### src/rtl/instr_bus_mux.sv
`default_nettype none
// ============================================================================
//  Module   : instr_bus_mux
//  Purpose  : Instruction-fetch interconnect. Decodes each core fetch address
//             to boot ROM (device 0), instruction SRAM (device 1) or an
//             unmapped region that gets a local error response. Outstanding
//             requests are only ever in flight to a single target, so
//             responses return to the core in order without reordering.
//  Ports    : clk, rst (synchronous, active-low)
//             host_*  : core-side req/gnt/rvalid fetch port
//             dev0_*  : boot ROM port
//             dev1_*  : instruction SRAM port
//             bus_fault_o : sticky flag, set by a device response that has
//                           no matching outstanding request
//  Revision : 1.0 - initial release
// ============================================================================
module instr_bus_mux #(
    parameter logic [31:0] DEV0_BASE = 32'h0000_0000,
    parameter logic [31:0] DEV0_MASK = 32'hFFFF_FF00,
    parameter logic [31:0] DEV1_BASE = 32'h0001_0000,
    parameter logic [31:0] DEV1_MASK = 32'hFFFF_0000,
    parameter int unsigned MAX_OUTST = 2
) (
    input  logic        clk,
    input  logic        rst,

    input  logic        host_req_i,
    output logic        host_gnt_o,
    input  logic [31:0] host_addr_i,
    output logic        host_rvalid_o,
    output logic [31:0] host_rdata_o,
    output logic [6:0]  host_rdata_intg_o,
    output logic        host_err_o,

    output logic        dev0_req_o,
    input  logic        dev0_gnt_i,
    output logic [31:0] dev0_addr_o,
    input  logic        dev0_rvalid_i,
    input  logic [31:0] dev0_rdata_i,
    input  logic        dev0_err_i,

    output logic        dev1_req_o,
    input  logic        dev1_gnt_i,
    output logic [31:0] dev1_addr_o,
    input  logic        dev1_rvalid_i,
    input  logic [31:0] dev1_rdata_i,
    input  logic        dev1_err_i,

    output logic        bus_fault_o
);

    localparam logic [1:0] c_TGT_DEV0 = 2'd0;
    localparam logic [1:0] c_TGT_DEV1 = 2'd1;
    localparam logic [1:0] c_TGT_ERR  = 2'd2;
    localparam logic [1:0] c_MAX_CNT  = MAX_OUTST[1:0];

    logic [1:0] outst_cnt_q, outst_cnt_d;
    logic [1:0] cur_tgt_q,   cur_tgt_d;
    logic       err_rsp_q,   err_rsp_d;
    logic       bus_fault_q, bus_fault_d;

    logic [1:0] w_tgt;
    logic       w_ok;
    logic       w_req_ok;
    logic       w_gnt;
    logic       w_fwd0;
    logic       w_fwd1;
    logic       w_rsp;
    logic       w_stray;

    // Address decode; device 0 wins when the two windows overlap.
    always_comb begin
        if ((host_addr_i & DEV0_MASK) == DEV0_BASE) begin
            w_tgt = c_TGT_DEV0;
        end else if ((host_addr_i & DEV1_MASK) == DEV1_BASE) begin
            w_tgt = c_TGT_DEV1;
        end else begin
            w_tgt = c_TGT_ERR;
        end
    end

    // Acceptance looks only at registered state. Restricting new requests to
    // the target already in flight is what keeps responses in order; a
    // target switch waits until the counter has actually reached zero.
    assign w_ok     = (outst_cnt_q < c_MAX_CNT) &&
                      ((outst_cnt_q == 2'd0) || (w_tgt == cur_tgt_q));
    assign w_req_ok = rst && host_req_i && w_ok;

    assign dev0_req_o  = w_req_ok && (w_tgt == c_TGT_DEV0);
    assign dev1_req_o  = w_req_ok && (w_tgt == c_TGT_DEV1);
    assign dev0_addr_o = host_addr_i;
    assign dev1_addr_o = host_addr_i;

    always_comb begin
        w_gnt = 1'b0;
        unique case (w_tgt)
            c_TGT_DEV0: w_gnt = dev0_req_o && dev0_gnt_i;
            c_TGT_DEV1: w_gnt = dev1_req_o && dev1_gnt_i;
            default:    w_gnt = w_req_ok;
        endcase
    end
    assign host_gnt_o = w_gnt;

    // A device response is forwarded only when that device owns the
    // outstanding requests; anything else is a stray and gets dropped.
    assign w_fwd0  = dev0_rvalid_i && (outst_cnt_q != 2'd0) && (cur_tgt_q == c_TGT_DEV0);
    assign w_fwd1  = dev1_rvalid_i && (outst_cnt_q != 2'd0) && (cur_tgt_q == c_TGT_DEV1);
    assign w_stray = (dev0_rvalid_i && !w_fwd0) || (dev1_rvalid_i && !w_fwd1);
    assign w_rsp   = rst && (w_fwd0 || w_fwd1 || err_rsp_q);

    always_comb begin
        host_rvalid_o = 1'b0;
        host_rdata_o  = 32'h0;
        host_err_o    = 1'b0;
        if (rst) begin
            if (w_fwd0) begin
                host_rvalid_o = 1'b1;
                host_rdata_o  = dev0_rdata_i;
                host_err_o    = dev0_err_i;
            end else if (w_fwd1) begin
                host_rvalid_o = 1'b1;
                host_rdata_o  = dev1_rdata_i;
                host_err_o    = dev1_err_i;
            end else if (err_rsp_q) begin
                host_rvalid_o = 1'b1;
                host_err_o    = 1'b1;
            end
        end
    end

    assign host_rdata_intg_o = 7'b0;
    assign bus_fault_o       = rst && bus_fault_q;

    always_comb begin
        outst_cnt_d = outst_cnt_q;
        unique case ({w_gnt, w_rsp})
            2'b10:   outst_cnt_d = outst_cnt_q + 2'd1;
            2'b01:   outst_cnt_d = outst_cnt_q - 2'd1;
            default: outst_cnt_d = outst_cnt_q;
        endcase
        cur_tgt_d   = w_gnt ? w_tgt : cur_tgt_q;
        // The local error response always lands the cycle after its grant.
        err_rsp_d   = w_gnt && (w_tgt == c_TGT_ERR);
        bus_fault_d = bus_fault_q || w_stray;
    end

    always_ff @(posedge clk) begin
        if (!rst) begin
            outst_cnt_q <= 2'd0;
            cur_tgt_q   <= c_TGT_DEV0;
            err_rsp_q   <= 1'b0;
            bus_fault_q <= 1'b0;
        end else begin
            outst_cnt_q <= outst_cnt_d;
            cur_tgt_q   <= cur_tgt_d;
            err_rsp_q   <= err_rsp_d;
            bus_fault_q <= bus_fault_d;
        end
    end

endmodule
`default_nettype wire

### config.mk
export PLATFORM = sky130hd
export DESIGN_NAME = instr_bus_mux
export DESIGN_NICKNAME = d
export VERILOG_FILES = /design/src/rtl/instr_bus_mux.sv
export SDC_FILE = /design/constraint.sdc
export NUM_CORES = 1
export LEC_CHECK = 0
export CORE_AREA = 2 2 82 84
export CTS_CLUSTER_DIAMETER = 200
export CTS_CLUSTER_SIZE = 12
export DETAILED_ROUTE_END_ITERATION = 10
export DIE_AREA = 0 0 84 86
export DONT_BUFFER_PORTS = 1
export PLACE_DENSITY = 0.49
export REMOVE_ABC_BUFFERS = 1
export SLEW_MARGIN = 40
export SYNTH_ARGS = -nofsm -noshare
export SYNTH_HDL_FRONTEND = slang
export SYNTH_SLANG_ARGS = --single-unit
export TNS_END_PERCENT = 5
### constraint.sdc
create_clock -name clk -period 2.35 [get_ports clk]
set_input_delay 0.3525 -clock clk [delete_from_list [all_inputs] [get_ports clk]]
set_output_delay 0.3525 -clock clk [all_outputs]
set_load 0.05 [all_outputs]
After elaboration in Yosys (flattened, before gate mapping)
Index checks and enable logic that the tools add are counted.

Add/subtract/negate cells: 2. Order comparisons: 1. Eq/ne operators: 7. Muxes and demuxes: 14. Reduce and logical (&&, ||, !) cells: 29.

Operator list (number): 32-bit 2-to-1 mux (3); 32-bit zero test (1); 16-bit by 1-bit equality test with 1-bit output, second input constant (1); 1-bit logical AND (16); 1-bit 2-to-1 mux (7); 2-bit by 1-bit equality test with 1-bit output, second input constant (3); 2-bit zero test (3); 1-bit logical OR (5); 2-bit equality test, second input constant (2); 2-bit 2-to-1 mux (2); 2-bit case mux with 2 select lines (1); 2-bit nonzero test (2); 2-bit by 1-bit adder with 2-bit output, second input constant (1); 2-bit equality test (1); 1-bit zero test (2); 2-bit < comparator, second input constant (1); 1-bit case mux with 2 select lines (1); 2-bit by 1-bit subtractor with 2-bit output, second input constant (1).

Flip-flop bits (word level): 6. Bits of input ports: 105. Output and inout bits: 109.

Logic depth before layout (Yosys ltp)
Depth after elaboration: 12. Gate-level depth with buffers: 10. Mapped depth without buffers: 9.

Least setup slack after synthesis
No wires, ideal clock.

Path type: input to output. Start point: input port host_addr_i[25]. End point: output port dev0_req_o. Arrival time: 2.440 ns. Required time: 1.997 ns. Slack: -0.442 ns. Stages: 4. Cell sequence: nor4_4 -> and4_4 -> a211oi_2 -> nor4_1.

Longest elaborated chain between the ends: 8.

Ends and longest elaborated chain: start: declaration (RTL line 29) `input logic [31:0] host_addr_i,`; 16-bit by 1-bit equality test with 1-bit output (RTL line 75) `end else if ((host_addr_i & DEV1_MASK) == DEV1_BASE) begin`; 2-bit 2-to-1 mux (RTL line 75); 2-bit 2-to-1 mux * (RTL line 73) `if ((host_addr_i & DEV0_MASK) == DEV0_BASE) begin`; 2-bit equality test (RTL line 86) `((outst_cnt_q == 2'd0) || (w_tgt == cur_tgt_q));`; 1-bit logical OR (RTL line 86); 1-bit logical AND (RTL line 85) `assign w_ok = (outst_cnt_q < c_MAX_CNT) &&`; 1-bit logical AND (RTL line 87) `assign w_req_ok = rst && host_req_i && w_ok;`; 1-bit logical AND * (RTL line 89) `assign dev0_req_o = w_req_ok && (w_tgt == c_TGT_DEV0);`; end: declaration (RTL line 35) `output logic dev0_req_o,`.

Mark *: on every way between the ends. The rest lies on a longest branch, timed or not.

Worst setup path in the final report
Start point: register outst_cnt_q[0]. End point: output port host_err_o.

Longest elaborated chain between the ends: 6.

Ends and longest elaborated chain: start: declaration (RTL line 57) `logic [1:0] outst_cnt_q, outst_cnt_d;`; start signal: assignment (RTL line 154) `outst_cnt_q <= outst_cnt_d;`; 2-bit nonzero test * (RTL line 106, 107); 1-bit logical AND (2 in a row) (RTL line 107) `assign w_fwd1 = dev1_rvalid_i && (outst_cnt_q != 2'd0) && (cur_tgt_q == c_TGT_DEV1);`; 1-bit 2-to-1 mux (RTL line 120) `end else if (w_fwd1) begin`; 1-bit 2-to-1 mux * (RTL line 116) `if (w_fwd0) begin`; 1-bit 2-to-1 mux * (RTL line 115) `if (rst) begin`; end: declaration (RTL line 33) `output logic host_err_o,`.

Marked as above.

==> results.toml <==
[clocking]
cts-buffers-inserted = 3
cts_root_buf = "clkbuf_8"
clock-sinks = 6
cts_hold_buf = 0
cts_tree = "built"
clkTransAtPathRegs_ps = 40
cts_resized = 0
insertion_delay_ps = 220
cts_htree_levels = 1
cts_setup_buffers = 0
clock_path_buffers = 2

[yosys]
syn_area_um2 = 1620
synth-seq-cells = 6
yosysWarnings = 0
syn_area_per_cell_um2 = 7.679
ys_types = 40
syn-instance-count = 211
yosysSeqAreaShare_pct = 7.413

[pwr]
comb_power_share_pct = 68.6
peakVddDrop_mv = 0.2189
switching_share_pct = 49.35
pwr-share-clk_pct = 15.5
p_per_area_nw_per_um2 = 630.8
p_seq_share_pct = 15.9
power_switching_uw = 487.2
leakage_uw = 0.0005834
intPower_uw = 500.1

[sta]
finClkSkew_ps = 1.485
fin_crit_ps = 2252
setup_viol = 0
setup_slack_ps = 98.39
worst_pin_slew_ps = 519.2
period_share_pct = 95.81
holdWs_ps = 257.2
rsz0062_at_grt = "yes"
hold_viol = 0
max_freq_ghz = 0.4441
slew_violations = 0
slew_headroom_pct = 65.63
setup_tns_ps = 0

[global_route]
track_usage_pct = 10.05
grt_max_degree = 44
grt_pass1_vias = 1202
antenna_found_initial = 0
gr-total-overflow = 0
grt_pass1_wl_um = 5913

[die]
ios = 214
rows = 29
chipWidth_um = 84
start_util_pct = 25.81
core_um2 = 6277
die_h_um = 86
die-area_um2 = 7224

[setup_path]
path_max_fanout = 4
critPathSlowestCell = "dfxtp_1"
startpoint_type = "register"
crit_type = "reg2out"
critical_path_required_ps = 2000
path_cells = "nor2_2 > nand3b_1 > nor2_4 > mux2_2 > o211a_1 > buf_12"
critPathMaxStageDelay_ps = 430
endpoint_kind = "output port"
reg2regPathDepth = 8
crit_arrival_ps = 1900

[routing]
vias = 1291
drc_errors = 0
postRouteWirelength_um = 4007
viasPerCell = 5.023
drtIter0Drc = 36
first_pass_iters = 4
wl_per_cell_um = 15.59
antenna_left = 0

[cells_and_area]
multi_input_area_um2 = 934.6
fill_cells = 686
fin_util_pct = 24.94
finalNetCount = 288
antenna_cells = 0
drive_gt1_share_pct = 34.44
regArea_um2 = 121.4
area_growth_pct = -3.398

[run_status]
status = "finished, final reports clean"

[worst_hold_path]
min_path_type = "in2reg"
whs_path_depth = 1

[placed_design]
hpwl_um = 3353
post-place-ws_ps = 10.40
gp_congestion = 0.7501
io_buffers = 0

[run]
drv_cap = 0
[placed cells by master, fill, tap and decap left out, drive strengths merged]
master and n:
conb 7, nor2 6, a21boi 1, nor4 5
nand3 3, nand4 1, a211oi 1, and2 4
or3 2, and4 2, dfxtp 6, ha 1
nand4b 1, xnor2 2, o31a 2, o31ai 1
inv 4, mux2 1, nor3 3, nand2 1
a21oi 3, o21ai 2, a41oi 1, and3 1
nor2b 33, clkbuf 3, o211a 1, o21a 1
nand3b 2, or2 1, buf 42, nor4b 1
a22oi 32, nand2b 2, a41o 1
[per-stage QoR]
stage | instances | power [uW] | area (um^2)
final | 257 | 987.3 | 1565
after global routing | 257 | 1052 | 1565
after CTS | 257 | 993.1 | 1545
after detailed placement | 254 | 835.6 | 1504
after global placement | 254 | 830.0 | 1504
after floorplan | 135 | 636.6 | 1049
[worst max-delay path: cells and delay by family (launching register included)]
| family | cells | cell delay [ps] |
|---|---|---|
| compound gates | 1 | 240 |
| flops | 1 | 430 |
| buf+inv | 1 | 150 |
| mux | 1 | 350 |
| simple gates | 3 | 520 |
[registers in the layout (all words and copies together), names as in the netlist]
name / flops
bus_fault_q: 1
outst_cnt_q: 2
cur_tgt_q: 2
err_rsp_q: 1
[cells in the mapped netlist, drive strengths merged]
cell type	n	share of area, %
dfxtp	6	7.4
buf	79	36
o31a	2	1.1
nand2	1	0.23
or2	1	0.39
xnor2	2	1.1
o21a	1	0.46
a41oi	1	0.54
nand4b	1	1.5
nor4	5	4.7
nor2b	33	13
and2	4	1.5
a211oi	1	0.77
nand2b	2	0.77
a22oi	32	15
a41o	1	0.62
conb	1	0.23
clkbuf	3	0.69
a21oi	3	0.93
nor2	6	2.5
o21ai	2	0.62
a21boi	1	0.46
nand4	1	0.39
o31ai	1	0.46
nor3	3	0.93
or3	2	0.77
inv	4	0.93
mux2	1	0.69
nand3	3	0.93
o211a	1	0.62
nand3b	2	0.93
nor4b	1	0.93
ha	1	0.77
and4	2	1.2
and3	1	0.39
[layout make-up]
| class | instances | share of cell area (%) |
|---|---|---|
| multi-input cells | 125 | 59.71 |
| inverters | 4 | 0.9592 |
| repair buffers | 42 | 22.78 |
| clock buffers | 3 | 2.638 |
| flip-flops and latches | 6 | 7.754 |
| well taps | 77 | 6.155 |
[final timing paths]
kind / slack [ps] / start / end
hold reg to reg: 450 / bus_fault_q / bus_fault_q
setup reg to reg: 120 / cur_tgt_q[1] / outst_cnt_q[1]
setup / recovery: 100 / outst_cnt_q[0] / host_err_o
hold / removal: 260 / rst / bus_fault_q
[power by group through the flow]
| stage | combinational [uW] | clock [uW] | sequential, uW |
|---|---|---|---|
| 6_report | 677 | 153 | 157 |
| 5_1_grt | 725 | 167 | 160 |
| 4_1_cts | 681 | 157 | 156 |
| 3_5_place_dp | 678 | 0 | 157 |
| 3_3_place_gp | 672 | 0 | 158 |
| 2_1_floorplan | 489 | 0 | 148 |
[kinds of logic after synthesis]
logic type,after synthesis,synth area share (%)
flip-flops,6,7.413
other,1,0.2314
multiplexers,1,0.6949
AND/OR/NAND/NOR,68,30.81
AO/OA/AOI/OAI,46,21.39
XOR/XNOR,2,1.081
buffers and inverters,86,37.61
adder cells (fa/ha/maj),1,0.7721
[layer usage]
layer  vias to the layer above  global-route usage [%]  wire length (um)
li1                        602                       -                 -
met4                         0                   2.639                29
met1                       561                   11.24              1455
met3                         4                   4.812               559
met2                       124                   17.24              1962
met5                         -                       0                 0
Power figures use the tool's default switching activity.
